<file path="config.mk">
export PLATFORM = sky130hd
export DESIGN_NAME = uart_mem_loader
export DESIGN_NICKNAME = d
export VERILOG_FILES = /design/src/rtl/uart_mem_loader.sv
export SDC_FILE = /design/constraint.sdc
export NUM_CORES = 1
export LEC_CHECK = 0
export CORE_MARGIN = 2
export CORE_UTILIZATION = 50
export DETAILED_ROUTE_END_ITERATION = 10
export PLACE_DENSITY = 0.73
export SLEW_MARGIN = 20
export SYNTH_ARGS = -nofsm -noshare
export SYNTH_HDL_FRONTEND = slang
export SYNTH_SLANG_ARGS = --single-unit
</file>
<file path="constraint.sdc">
create_clock -name clk -period 2.09 [get_ports clk]
set_input_delay 0.5225 -clock clk [delete_from_list [all_inputs] [get_ports clk]]
set_output_delay 0.5225 -clock clk [all_outputs]
set_load 0.05 [all_outputs]
</file>
<file path="src/rtl/uart_mem_loader.sv">
// uart_mem_loader: UART (8N1) boot loader. It receives a framed image, packs
// the payload bytes into little-endian 32-bit words and writes them to
// word-addressed memory. The CPU is held in reset while a frame is in flight.
module uart_mem_loader #(
  parameter int CLKS_PER_BIT = 434,
  parameter int ADDR_W       = 12,
  parameter int MEM_WORDS    = 2056
) (
  input  logic              clk,
  input  logic              reset,
  input  logic              ser_rx,
  output logic              mem_we,
  output logic [ADDR_W-1:0] mem_addr,
  output logic [31:0]       mem_wdata,
  output logic              cpu_hold,
  output logic              load_done,
  output logic              load_err
);

  localparam int            CW   = $clog2(CLKS_PER_BIT + 1);
  localparam logic [CW-1:0] HALF = CW'(CLKS_PER_BIT / 2);
  localparam logic [CW-1:0] FULL = CW'(CLKS_PER_BIT);

  typedef enum logic [1:0] {R_IDLE, R_START, R_DATA, R_STOP} rx_state_t;
  typedef enum logic [2:0] {L_IDLE, L_CNT_LO, L_CNT_HI, L_DATA, L_SUM, L_DONE, L_ERR} ld_state_t;

  // ---------------- receiver ----------------
  logic          rx_s1, rx_s2;
  rx_state_t     r_state, r_next;
  logic [CW-1:0] tcnt, tcnt_n;
  logic [2:0]    bitn, bitn_n;
  logic [7:0]    rx_byte, rx_byte_n;
  logic          rx_valid, rx_valid_n, rx_ferr, rx_ferr_n;

  // two-flop synchronizer, idles high
  always_ff @(posedge clk) begin
    if (reset) begin
      rx_s1 <= 1'b1;
      rx_s2 <= 1'b1;
    end else begin
      rx_s1 <= ser_rx;
      rx_s2 <= rx_s1;
    end
  end

  // receiver state and datapath registers
  always_ff @(posedge clk) begin
    if (reset) begin
      r_state  <= R_IDLE;
      tcnt     <= '0;
      bitn     <= '0;
      rx_byte  <= '0;
      rx_valid <= 1'b0;
      rx_ferr  <= 1'b0;
    end else begin
      r_state  <= r_next;
      tcnt     <= tcnt_n;
      bitn     <= bitn_n;
      rx_byte  <= rx_byte_n;
      rx_valid <= rx_valid_n;
      rx_ferr  <= rx_ferr_n;
    end
  end

  // bit timing: tcnt counts cycles since the last reference point
  always_comb begin
    r_next     = r_state;
    tcnt_n     = tcnt + CW'(1);
    bitn_n     = bitn;
    rx_byte_n  = rx_byte;
    rx_valid_n = 1'b0;
    rx_ferr_n  = 1'b0;
    case (r_state)
      R_IDLE: begin
        tcnt_n = CW'(1);
        if (!rx_s2) r_next = R_START;
      end
      R_START: if (tcnt == HALF) begin
        // still low at mid start bit: real start; otherwise a glitch
        if (rx_s2) r_next = R_IDLE;
        else begin
          r_next = R_DATA;
          tcnt_n = CW'(1);
          bitn_n = '0;
        end
      end
      R_DATA: if (tcnt == FULL) begin
        tcnt_n    = CW'(1);
        rx_byte_n = {rx_s2, rx_byte[7:1]};
        bitn_n    = bitn + 3'd1;
        if (bitn == 3'd7) r_next = R_STOP;
      end
      R_STOP: if (tcnt == FULL) begin
        r_next = R_IDLE;
        if (rx_s2) rx_valid_n = 1'b1;
        else       rx_ferr_n  = 1'b1;
      end
      default: r_next = R_IDLE;
    endcase
  end

  // ---------------- loader ----------------
  ld_state_t        l_state, l_next;
  logic [7:0]       cnt_lo, cnt_lo_n, sum, sum_n;
  logic [23:0]      shift, shift_n;
  logic [1:0]       bidx, bidx_n;
  logic [15:0]      wcnt, wcnt_n;
  logic [15:0]      n_words;
  logic             we_n, hold_n, done_n, err_n;
  logic [ADDR_W-1:0] addr_n;
  logic [31:0]      wdata_n;

  assign n_words = {rx_byte, cnt_lo};

  // loader state, datapath and registered outputs
  always_ff @(posedge clk) begin
    if (reset) begin
      l_state   <= L_IDLE;
      cnt_lo    <= '0;
      sum       <= '0;
      shift     <= '0;
      bidx      <= '0;
      wcnt      <= '0;
      mem_we    <= 1'b0;
      mem_addr  <= '0;
      mem_wdata <= '0;
      cpu_hold  <= 1'b0;
      load_done <= 1'b0;
      load_err  <= 1'b0;
    end else begin
      l_state   <= l_next;
      cnt_lo    <= cnt_lo_n;
      sum       <= sum_n;
      shift     <= shift_n;
      bidx      <= bidx_n;
      wcnt      <= wcnt_n;
      mem_we    <= we_n;
      mem_addr  <= addr_n;
      mem_wdata <= wdata_n;
      cpu_hold  <= hold_n;
      load_done <= done_n;
      load_err  <= err_n;
    end
  end

  // frame parsing; address advances the cycle after the write strobe
  always_comb begin
    l_next   = l_state;
    cnt_lo_n = cnt_lo;
    sum_n    = sum;
    shift_n  = shift;
    bidx_n   = bidx;
    wcnt_n   = wcnt;
    we_n     = 1'b0;
    addr_n   = mem_we ? mem_addr + ADDR_W'(1) : mem_addr;
    wdata_n  = mem_wdata;
    hold_n   = cpu_hold;
    done_n   = load_done;
    err_n    = load_err;
    case (l_state)
      L_IDLE, L_DONE, L_ERR: if (rx_valid && rx_byte == 8'hA5) begin
        l_next = L_CNT_LO;
        done_n = 1'b0;
        err_n  = 1'b0;
        hold_n = 1'b1;
        addr_n = '0;
        sum_n  = '0;
        bidx_n = '0;
      end
      L_CNT_LO: if (rx_valid) begin
        cnt_lo_n = rx_byte;
        l_next   = L_CNT_HI;
      end
      L_CNT_HI: if (rx_valid) begin
        if (n_words > 16'(MEM_WORDS)) begin
          l_next = L_ERR;
          err_n  = 1'b1;
          hold_n = 1'b0;
        end else if (n_words == 16'd0) begin
          l_next = L_SUM;
        end else begin
          l_next = L_DATA;
          wcnt_n = n_words;
        end
      end
      L_DATA: if (rx_valid) begin
        sum_n   = sum ^ rx_byte;
        bidx_n  = bidx + 2'd1;
        shift_n = {rx_byte, shift[23:8]};
        if (bidx == 2'd3) begin
          we_n    = 1'b1;
          wdata_n = {rx_byte, shift};
          wcnt_n  = wcnt - 16'd1;
          if (wcnt == 16'd1) l_next = L_SUM;
        end
      end
      L_SUM: if (rx_valid) begin
        hold_n = 1'b0;
        if (rx_byte == sum) begin
          l_next = L_DONE;
          done_n = 1'b1;
        end else begin
          l_next = L_ERR;
          err_n  = 1'b1;
        end
      end
      default: l_next = L_IDLE;
    endcase
    // a bad stop bit aborts an in-progress frame only
    if (rx_ferr && (l_state inside {L_CNT_LO, L_CNT_HI, L_DATA, L_SUM})) begin
      l_next = L_ERR;
      err_n  = 1'b1;
      hold_n = 1'b0;
    end
  end

endmodule
</file>
## After elaboration in Yosys (flattened, before gate mapping)

Index checks and enable logic that the tools add are counted.

| word-level totals | value |
|---|---|
| register bits | 135 |
| input bits | 3 |
| logic and storage cells | 163 |

| cells by class | value |
|---|---|
| $add $sub $neg | 5 |
| magnitude comparators | 1 |
| equality and inequality tests | 42 |
| muxes and demuxes | 60 |
| bitwise logic cells | 5 |
| reductions and logical operators | 29 |

Operators with widths:

| kind | number |
|---|---|
| $mux 16 | 5 |
| $mux 3 | 13 |
| $mux 12 | 3 |
| $ne 2x2->1 const B | 17 |
| $pmux 16 s2 | 1 |
| $mux 9 | 3 |
| $pmux 9 s3 | 1 |
| $ne 3x2->1 const B | 8 |
| $mux 2 | 9 |
| $eq 16x1->1 const B | 1 |
| $gt 16x12->1 const B | 1 |
| $logic_not 16->1 | 1 |
| $mux 8 | 2 |
| $pmux 8 s2 | 1 |
| $sub 16x1->16 const B | 1 |
| $mux 1 | 15 |
| $pmux 3 s5 | 1 |
| $reduce_and 7->1 | 2 |
| $add 12x1->12 const B | 1 |
| $eq 3x3->1 const B | 4 |
| $reduce_and 6->1 | 2 |
| $reduce_and 5->1 | 2 |
| $add 9x1->9 const B | 1 |
| $eq 9x8->1 const B | 1 |
| other kinds (28) | 46 |

## Logic depth before layout (Yosys ltp)

Gate-level depths: netlist of the first run.

| depth | value |
|---|---|
| depth after elaboration | 6 |
| mapped depth | 8 |
| depth with buffers taken out | 7 |

## Least setup slack after synthesis of the first run

Ideal clock, no wire load.

| path | value |
|---|---|
| path kind | register -> register |
| start point | reg cnt_lo[4] |
| end point | reg wcnt[14] |
| library setup time | 0.131 ns |
| data arrival time | 1.988 ns |
| required time | 1.959 ns |
| setup slack | -0.029 ns |
| cell stages (with the launch flop) | 8 |
| path through | dfxtp_1 or4_4 o311ai_4 o2111ai_4 buf_6 buf_2 o211ai_1 o31ai_1 |

| between the ends | value |
|---|---|
| cells in the longest elaborated chain, start to end | 3 |
| elaborated cells on any way between the ends | 5 |

RTL lines:

| what | RTL line | RTL |
|---|---|---|
| start: declaration | 104 | `logic [7:0] cnt_lo, cnt_lo_n, sum, sum_n;` |
| start signal: assignment | 132 | `cnt_lo <= cnt_lo_n;` |
| $gt 16x12->1 or $logic_not 16->1 (tied branches) | 175, 179 |  |
| $ne 2x2->1 (no line) | - |  |
| $reduce_and 6->1 (no line) * | - |  |
| end signal: assignment | 136 | `wcnt <= wcnt_n;` |
| end: declaration | 107 | `logic [15:0] wcnt, wcnt_n;` |

Mark *: on every way between the ends. The rest lies on a longest branch, timed or not.
A chain may end at the register's enable or synchronous reset.

==> results of run 1 <==
==> where the power goes <==
part	leakage, nW	switching [mW]	internal [mW]	total (mW)
Combinational	1.78	0.299	0.114	0.413
Sequential	1.09	0.0324	2.59	2.62
Clock	0.275	1.10	1.87	2.96
==> through the flow <==
| stage | cell area (um2) | utilization [%] |
|---|---|---|
| 2_1_floorplan | 6341 | - |
| 3_3_place_gp | 7258 | 58.23 |
| 3_5_place_dp | 7258 | 58.23 |
| 4_1_cts | 7825 | 62.77 |
| 5_1_grt | 7923 | 63.56 |
| 6_report | 7923 | 63.56 |
==> state kept, by name, summed over array words and instances, names as in the netlist, 2 cells and up, named ones only <==
register   cells
wcnt          16
cnt_lo         8
shift         24
mem_addr      12
bidx           2
rx_byte        8
mem_wdata     32
l_state        3
tcnt           9
bitn           3
sum            8
==> cell type report <==
class	instances	area [um2]
clock inverters	11	152.6
well taps	172	215.2
clock buffers	19	432.9
flip-flops and latches	135	2705
repair buffers	107	973.4
fillers	1027	4543
multi-input cells	551	3387
inverters	15	56.30
==> Yosys cell counts, types with 3 or more instances <==
master	number	area, um2
xor2_1	14	122.6
xnor2_1	17	148.9
or3_1	7	43.79
o21ai_1	6	30.03
nor2_1	75	281.5
nand4_1	6	37.54
or4_1	5	37.54
nand4b_1	3	26.28
dfxtp_1	135	2703
o21ai_0	53	265.3
and3_1	5	31.28
a21oi_1	102	510.5
nand3b_1	3	22.52
o2111ai_1	3	26.28
a31oi_1	3	18.77
nand3_1	12	60.06
o32ai_1	3	26.28
nand2_1	78	292.8
nand4bb_1	3	33.78
a21o_1	6	45.04
ha_1	9	112.6
nand2b_1	4	25.02
inv_1	14	52.55
buf_6	4	45.04
buf_1	3	11.26
or3b_1	32	280.3
or2_2	9	56.30
nor4_1	12	75.07
buf_2	3	15.01
mux2i_1	20	200.2
and3b_1	4	35.03
clkbuf_2	3	15.01
clkbuf_1	43	161.4
nor3_1	16	80.08
o31a_1	4	35.03
==> routing by layer <==
layer  track usage, %  vias to the layer above  share of wire [%]
li1                 -                     2816                  -
met1            29.00                     2773                 43
met2            40.89                      171                 50
met3            5.708                       31                5.1
met4            11.51                        0                2.1
met5                0                        -                  0
==> logic make-up after synthesis <==
kind of cell | share of synthesized area [%]
and+or+nand+nor | 24.23
AOI/OAI and AO/OA | 18.80
DFF | 42.79
buffers and inverters | 4.932
xor gates and xnor gates | 4.299
muxes | 3.170
adders and majority gates | 1.783
==> worst paths after layout <==
check / cells after the start / endpoint / slack, ps
max reg2reg: 6 / mem_wdata[8]$_SDFFE_PP0P_ / -90
min: 1 / rx_s2$_SDFF_PP1_ / 430
min reg2reg: 1 / rx_s2$_SDFF_PP1_ / 430
max: 6 / mem_wdata[8]$_SDFFE_PP0P_ / -90
==> timing repair <==
action | in CTS | in global routing
resized for setup | 23 | 36
hold buffers | 0 | 0
endpoints found under the setup margin | 58 | 80
pin swaps | 1 | 0
==> results.sh, run 1 <==
export IMPL_mostFrequentLayoutCell="dfxtp_1"
export IMPL_setup_worst_path_start="cnt_lo[4]$_SDFFE_PP0P_"
export IMPL_path_cells="or4_4 > o311ai_4 > o2111ai_4 > buf_12 > or3b_1 > a21oi_1"
export IMPL_pwr_density_cell_mw_per_mm2=757.0
export IMPL_timing_final_crit_share_pct=104.3
export IMPL_pre_cts_ws_ps=-56.70
export IMPL_dp_cells=980
export IMPL_hp_start="rx_s1$_SDFF_PP1_"
export IMPL_tightest_slew_ps=538.4
export IMPL_routedWlPerCell_um=15.80
export IMPL_vias=5791
export IMPL_start_util_pct=50.67
export IMPL_worstPathRequired_ps=2430
export IMPL_cts_root_buf="clkbuf_16"
export IMPL_final_cell_mix="dfxtp_1 (133), a21oi_1 (99), nand2_1 (77)"
export IMPL_avgViaCountPerCell=5.734
export IMPL_drv_slew=0
export IMPL_synth_seq_cells=135
export IMPL_clk_pin_slew_worst_paths_ps=60
export IMPL_yosysSeqAreaShare_pct=42.79
export IMPL_tritoncts="done"
export IMPL_cp_max_fo=56
export IMPL_hold_slack_ps=426.3
export IMPL_min_path_type="reg -> reg"
export IMPL_coreArea_mm2=0.01247
export IMPL_r2r_start="cnt_lo[4]$_SDFFE_PP0P_"
export IMPL_drt_pass1_iter_count=6
export IMPL_worst_setup_path_type="reg -> reg"
export IMPL_crit_path_start_kind="flop"
export IMPL_postLayoutSetupSlackWorst_ps=-89.14
export IMPL_globalRouteOverflowTotal=0
export IMPL_diodes=0
export IMPL_synth_async_reset_ratio_pct=0
export IMPL_yosysWarnings=0
export IMPL_cpPeakStageDelay_ps=560
export IMPL_grt_max_degree=57
export IMPL_cts_path_max_buffers=2
export IMPL_setup_viol=36
export IMPL_endpoint_kind="flop"
export IMPL_grt_util_all_layers_pct=24.17
export IMPL_io_pins=51
export IMPL_antenna_found_initial=0
export IMPL_hold_violations=0
export IMPL_io_buffers=50
export IMPL_tns_ps=-1422
export IMPL_critPathBufInv=1
export IMPL_grt_pass1_vias=5489
export IMPL_ctsHtreeMaxLevel=4
export IMPL_route_detailed_drc=0
export IMPL_stdcell_count=1010
export IMPL_cpMaxStageDelayCell="or4_4"
export IMPL_total_power_mw=5.998
export IMPL_syn_nets=770
export IMPL_cts_buffers=17
export IMPL_netlist_area_mm2=0.006316
export IMPL_antenna_left=0
export IMPL_ir_worst_vdd_uv=503.3
export IMPL_gp_congestion=0.9424
export IMPL_rsz0062_at_grt="yes"
export IMPL_netlist_cell_type_count=63
export IMPL_area_growth_pct=25.44
export IMPL_period_needed_ps=2179
export IMPL_power_leakage_nw=3.148
export IMPL_fin_worst_skew_ps=8.052
export IMPL_path_delay_family="simple AND/OR/NAND/NOR gates"
export IMPL_grt_pass1_wl_um=25830
export IMPL_slew_headroom_pct=64.10
export IMPL_drive_above_1_share_pct=15.04
export IMPL_dp_hpwl_um=10670
export IMPL_drv_cap=0
export IMPL_die_area_mm2=0.01355
export IMPL_dieWidth_um=116.4
export IMPL_post_cts_setup_buffer_count=0
export IMPL_clkLatencyLatePin_ps=420
export IMPL_synth_ff_type="dfxtp_1"
export IMPL_fmax_mhz=458.9
export IMPL_netlist_instances=758
export IMPL_violations="setup timing"
export IMPL_dr_first_iter_drc_count=462
export IMPL_avgSynthCellArea_um2=8.333
export IMPL_clock_sinks=135
export IMPL_status="finished with violations"
export IMPL_worstPathArrival_ps=2520
export IMPL_wl_um=15960
export IMPL_num_nets_final=839
export IMPL_synth_edf_count=0
export IMPL_fp_dieH_um=116.4
export IMPL_std_cell_rows=41
No activity file was read; power rests on OpenSTA's default activity.
==> run 2, diff against run 1 <==
- CORE_MARGIN: 2 -> 4
==> results.sh, run 2 (synthesized netlist as in run 1, its figures left out) <==
export IMPL_grt_pass1_vias=5516
export IMPL_vias=5824
export IMPL_largest_register_ffs=32
export IMPL_violations="setup timing"
export IMPL_largestRegisters="mem_wdata x32, shift x24, wcnt x16"
export IMPL_pre_cts_ws_ps=-117.7
export IMPL_ctsHtreeMaxLevel=4
export IMPL_cp_max_fo=44
export IMPL_drv_cap=0
export IMPL_worst_setup_path_type="reg -> reg"
export IMPL_diodes=0
export IMPL_power_leakage_nw=3.030
export IMPL_status="finished with violations"
export IMPL_avgViaCountPerCell=5.795
export IMPL_io_pins=51
export IMPL_fin_worst_skew_ps=9.724
export IMPL_crit_path_start_kind="flop"
export IMPL_routedWlPerCell_um=15.76
export IMPL_antenna_found_initial=0
export IMPL_routed_top_layer="met4"
export IMPL_die_area_mm2=0.01449
export IMPL_final_util_pct=64.51
export IMPL_cts_path_max_buffers=2
export IMPL_coreArea_mm2=0.01221
export IMPL_slew_headroom_pct=66.07
export IMPL_mostFrequentLayoutCell="dfxtp_1"
export IMPL_min_path_type="in -> reg"
export IMPL_dieWidth_um=120.4
export IMPL_std_cell_rows=40
export IMPL_clk_pin_slew_worst_paths_ps=60
export IMPL_rsz0062_at_grt="yes"
export IMPL_wl_met2_um=8000
export IMPL_hold_violations=0
export IMPL_wl_um=15830
export IMPL_ir_worst_vdd_uv=437.9
export IMPL_fmax_mhz=451.2
export IMPL_setup_viol=39
export IMPL_largest_register="mem_wdata"
export IMPL_final_cell_mix="dfxtp_1 (134), a21oi_1 (100), nand2_1 (77)"
export IMPL_dp_hpwl_um=10650
export IMPL_grt_max_degree=85
export IMPL_cts_root_buf="clkbuf_16"
export IMPL_clkLatencyLatePin_ps=420
export IMPL_drv_slew=0
export IMPL_globalRouteOverflowTotal=0
export IMPL_clock_sinks=135
export IMPL_met3_length_um=822
export IMPL_drt_met1_wl_um=6620
export IMPL_num_nets_final=836
export IMPL_tightest_slew_ps=508.2
export IMPL_route_detailed_drc=0
export IMPL_antenna_left=0
export IMPL_drt_pass1_iter_count=6
export IMPL_pwr_density_cell_mw_per_mm2=761.8
export IMPL_period_needed_ps=2217
export IMPL_cts_buffers=17
export IMPL_tritoncts="done"
export IMPL_endpoint_kind="flop"
export IMPL_area_growth_pct=24.72
export IMPL_drive_above_1_share_pct=14.58
export IMPL_worstPathArrival_ps=2560
export IMPL_grt_pass1_wl_um=26230
export IMPL_grt_util_all_layers_pct=22.21
export IMPL_worstPathRequired_ps=2430
export IMPL_dr_first_iter_drc_count=489
export IMPL_postLayoutSetupSlackWorst_ps=-126.5
export IMPL_timing_final_crit_share_pct=106.1
export IMPL_io_buffers=50
export IMPL_start_util_pct=51.72
export IMPL_gp_congestion=0.8784
export IMPL_fp_dieH_um=120.4
run 2: cell types whose count changed in the layout (fill, tap and decap cells not counted), moves of 3 or more:
cell	change
buf_12	+3
buf_4	-7
dlygate4sd2_1	+13
dlymetal6s2s_1	-10
o21ai_1	-3
run 2: final timing paths:
kind	start	end	slack, ps	depth (start not counted)
worst min-delay path	reset	rx_byte[3]$_SDFFE_PP0P_	380	2
worst max register to register	cnt_lo[4]$_SDFFE_PP0P_	mem_wdata[18]$_SDFFE_PP0P_	-130	6
worst max-delay path	cnt_lo[4]$_SDFFE_PP0P_	mem_wdata[18]$_SDFFE_PP0P_	-130	6
worst min register to register	rx_s1$_SDFF_PP1_	rx_s2$_SDFF_PP1_	430	1
run 2: what timing repair did:
action,4_1_cts,5_1_grt
resized for setup,37,17
gates cloned,0,0
hold buffers,0,0
buffers inserted,0,0
endpoints found under the hold margin,0,0
setup endpoints to repair,74,60
run 2: metrics by stage:
step / power (mW) / hold slack [ps] / cell area (um2) / TNS (ps) / cells
2_1_floorplan: 2.923 / 389.5 / 6341 / 0 / 758
6_report: 6.001 / 377.5 / 7878 / -2908 / 1005
5_1_grt: 6.213 / 376.4 / 7878 / -6633 / 1005
4_1_cts: 6.047 / 353.3 / 7828 / -2786 / 1005
3_3_place_gp: 3.059 / 396.4 / 7271 / -261.5 / 973
3_5_place_dp: 3.067 / 411.0 / 7271 / -2083 / 973
run 2: power by group:
part	switching, mW	internal [mW]	total (mW)	leakage (nW)
combinational	0.296	0.115	0.411	1.66
sequential	0.0250	2.59	2.61	1.09
clock	1.20	1.78	2.98	0.284
run 2: cell type report:
class | count | area, um2
well taps | 168 | 210.2
flip-flops and latches | 135 | 2704
inverters | 15 | 56.30
clock inverters | 15 | 167.7
fillers | 1055 | 4334
multi-input cells | 551 | 3364
repair buffers | 104 | 949.7
clock buffers | 17 | 425.4
run 2: layer usage:
metal / vias to the layer above / GRT usage [%]
met5: - / 0
met4: 0 / 10.84
met3: 35 / 4.724
met2: 180 / 37.62
met1: 2786 / 26.74
li1: 2823 / -
run 2: critical path, cell delays in order, from the launching register on:
cell and delay [ps]:
dfxtp_2 330, or4_4 560, o311ai_4 290, o2111ai_4 210, buf_12 220, or3b_1 370
a21oi_1 150
==> run 3, diff against run 2 <==
- CORE_MARGIN: 4 -> 5
==> results.sh, run 3 (synthesized netlist as in run 1, its figures left out) <==
export IMPL_critPathBufInv=1
export IMPL_io_pins=51
export IMPL_cpPeakStageDelay_ps=560
export IMPL_multi_input_area_mm2=0.003416
export IMPL_drv_cap=0
export IMPL_drt_pass1_iter_count=5
export IMPL_std_cell_rows=41
export IMPL_status="finished with violations"
export IMPL_cts_path_max_buffers=2
export IMPL_antenna_found_initial=0
export IMPL_hold_violations=0
export IMPL_worstPathArrival_ps=2640
export IMPL_routedWlPerCell_um=15.82
export IMPL_period_needed_ps=2286
export IMPL_die_area_mm2=0.01498
export IMPL_fin_worst_skew_ps=7.023
export IMPL_ir_worst_vdd_uv=513.5
export IMPL_tritoncts="done"
export IMPL_vias=5800
export IMPL_rr_worst_depth=6
export IMPL_cts_root_buf="clkbuf_16"
export IMPL_fmax_mhz=437.4
export IMPL_worstPathRequired_ps=2440
export IMPL_tightest_slew_ps=508.6
export IMPL_min_path_type="reg -> reg"
export IMPL_coreArea_mm2=0.01252
export IMPL_timing_final_crit_share_pct=109.4
export IMPL_start_util_pct=50.46
export IMPL_holdPathStages=1
export IMPL_pwr_density_cell_mw_per_mm2=767.3
export IMPL_largestRegisters="mem_wdata x32, shift x24, wcnt x16"
export IMPL_ctsHtreeMaxLevel=4
export IMPL_grt_pass1_vias=5528
export IMPL_nFillCells=1072
export IMPL_crit_path_start_kind="flop"
export IMPL_antenna_left=0
export IMPL_mostFrequentLayoutCell="dfxtp_1"
export IMPL_diodes=0
export IMPL_drive_above_1_share_pct=16.90
export IMPL_dr_first_iter_drc_count=522
export IMPL_hold_slack_ps=406.1
export IMPL_rsz0062_at_grt="yes"
export IMPL_cp_max_fo=63
export IMPL_avgViaCountPerCell=5.731
export IMPL_postLayoutSetupSlackWorst_ps=-196.4
export IMPL_path_delay_family="simple AND/OR/NAND/NOR gates"
export IMPL_cp_depth=6
export IMPL_num_nets_final=839
export IMPL_route_detailed_drc=0
export IMPL_seqCellArea_mm2=0.002705
export IMPL_tns_ps=-6033
export IMPL_final_cell_mix="dfxtp_1 (133), a21oi_1 (92), nand2_1 (77)"
export IMPL_path_cells="or4_4 > o311ai_4 > o2111ai_4 > buf_12 > or3b_1 > a21oi_2"
export IMPL_power_leakage_nw=3.109
export IMPL_dieWidth_um=122.4
export IMPL_slew_headroom_pct=66.04
export IMPL_clkLatencyLatePin_ps=420
export IMPL_cpMaxStageDelayCell="or4_4"
export IMPL_clk_pin_slew_worst_paths_ps=60
export IMPL_violations="setup timing"
export IMPL_wl_um=16010
export IMPL_largest_register="mem_wdata"
export IMPL_grt_util_all_layers_pct=21.91
export IMPL_largest_register_ffs=32
export IMPL_globalRouteOverflowTotal=0
export IMPL_grt_max_degree=64
export IMPL_fp_dieH_um=122.4
export IMPL_dp_hpwl_um=10850
export IMPL_worst_setup_path_type="reg -> reg"
export IMPL_setup_viol=44
export IMPL_gp_congestion=0.8460
export IMPL_clock_sinks=135
export IMPL_area_growth_pct=26.39
export IMPL_io_buffers=50
export IMPL_total_power_mw=6.125
export IMPL_endpoint_kind="flop"
export IMPL_drv_slew=0
export IMPL_final_util_pct=63.77
export IMPL_grt_pass1_wl_um=26560
export IMPL_cts_buffers=17
## run 3: cell types whose count changed in the layout (fill, tap and decap cells not counted), sizes merged, moves of 2 or more
| cell | delta |
|---|---|
| buf | +7 |
| clkbuf | +2 |
| dlygate4sd2 | -9 |
| dlymetal6s2s | +5 |
| inv | -2 |
## run 3: final timing paths
check                         startpoint                    endpoint  slack [ps]
setup / recovery  cnt_lo[4]$_SDFFE_PP0P_  mem_wdata[21]$_SDFFE_PP0P_        -200
hold / removal          rx_s1$_SDFF_PP1_            rx_s2$_SDFF_PP1_         410
hold reg to reg         rx_s1$_SDFF_PP1_            rx_s2$_SDFF_PP1_         410
setup reg to reg  cnt_lo[4]$_SDFFE_PP0P_  mem_wdata[21]$_SDFFE_PP0P_        -200
## run 3: timing repair
action | CTS | global route
endpoints found under the setup margin | 64 | 78
gates resized for setup | 28 | 48
setup buffers | 3 | 1
hold buffers | 0 | 0
pin swaps | 0 | 6
## run 3: layer usage
metal	vias to the layer above	part of all wire, %	global-route usage, %	wire length [um]
li1	2825	-	-	-
met1	2766	44	27.48	7016
met2	176	49	36.79	7873
met3	33	5.1	4.516	809
met4	0	2.0	8.887	313
met5	-	0	0	0
## run 3: per-stage QoR
| step | area [um2] | setup WS (ps) | instances |
|---|---|---|---|
| 2_1_floorplan | 6341 | 11.70 | 758 |
| 6_report | 7983 | -196.4 | 1012 |
| 5_1_grt | 7983 | -247.1 | 1012 |
| 3_3_place_gp | 7216 | -14.29 | 977 |
| 3_5_place_dp | 7216 | -105.6 | 977 |
| 4_1_cts | 7848 | -140.4 | 1012 |
## run 3: power breakdown
part	switching (mW)	internal, mW
Sequential	0.0240	2.59
Combinational	0.293	0.106
Clock	1.16	1.95
Total	1.48	4.64
## run 3: cell type report
type                       count  share of cell area, %
multi-input combinational    551                  42.79
sequential                   135                  33.89
timing repair buffer         107                  12.12
clock buffer                  19                  5.674
tap                          172                  2.696
clock inverter                13                  2.132
inverter                      15                 0.7053
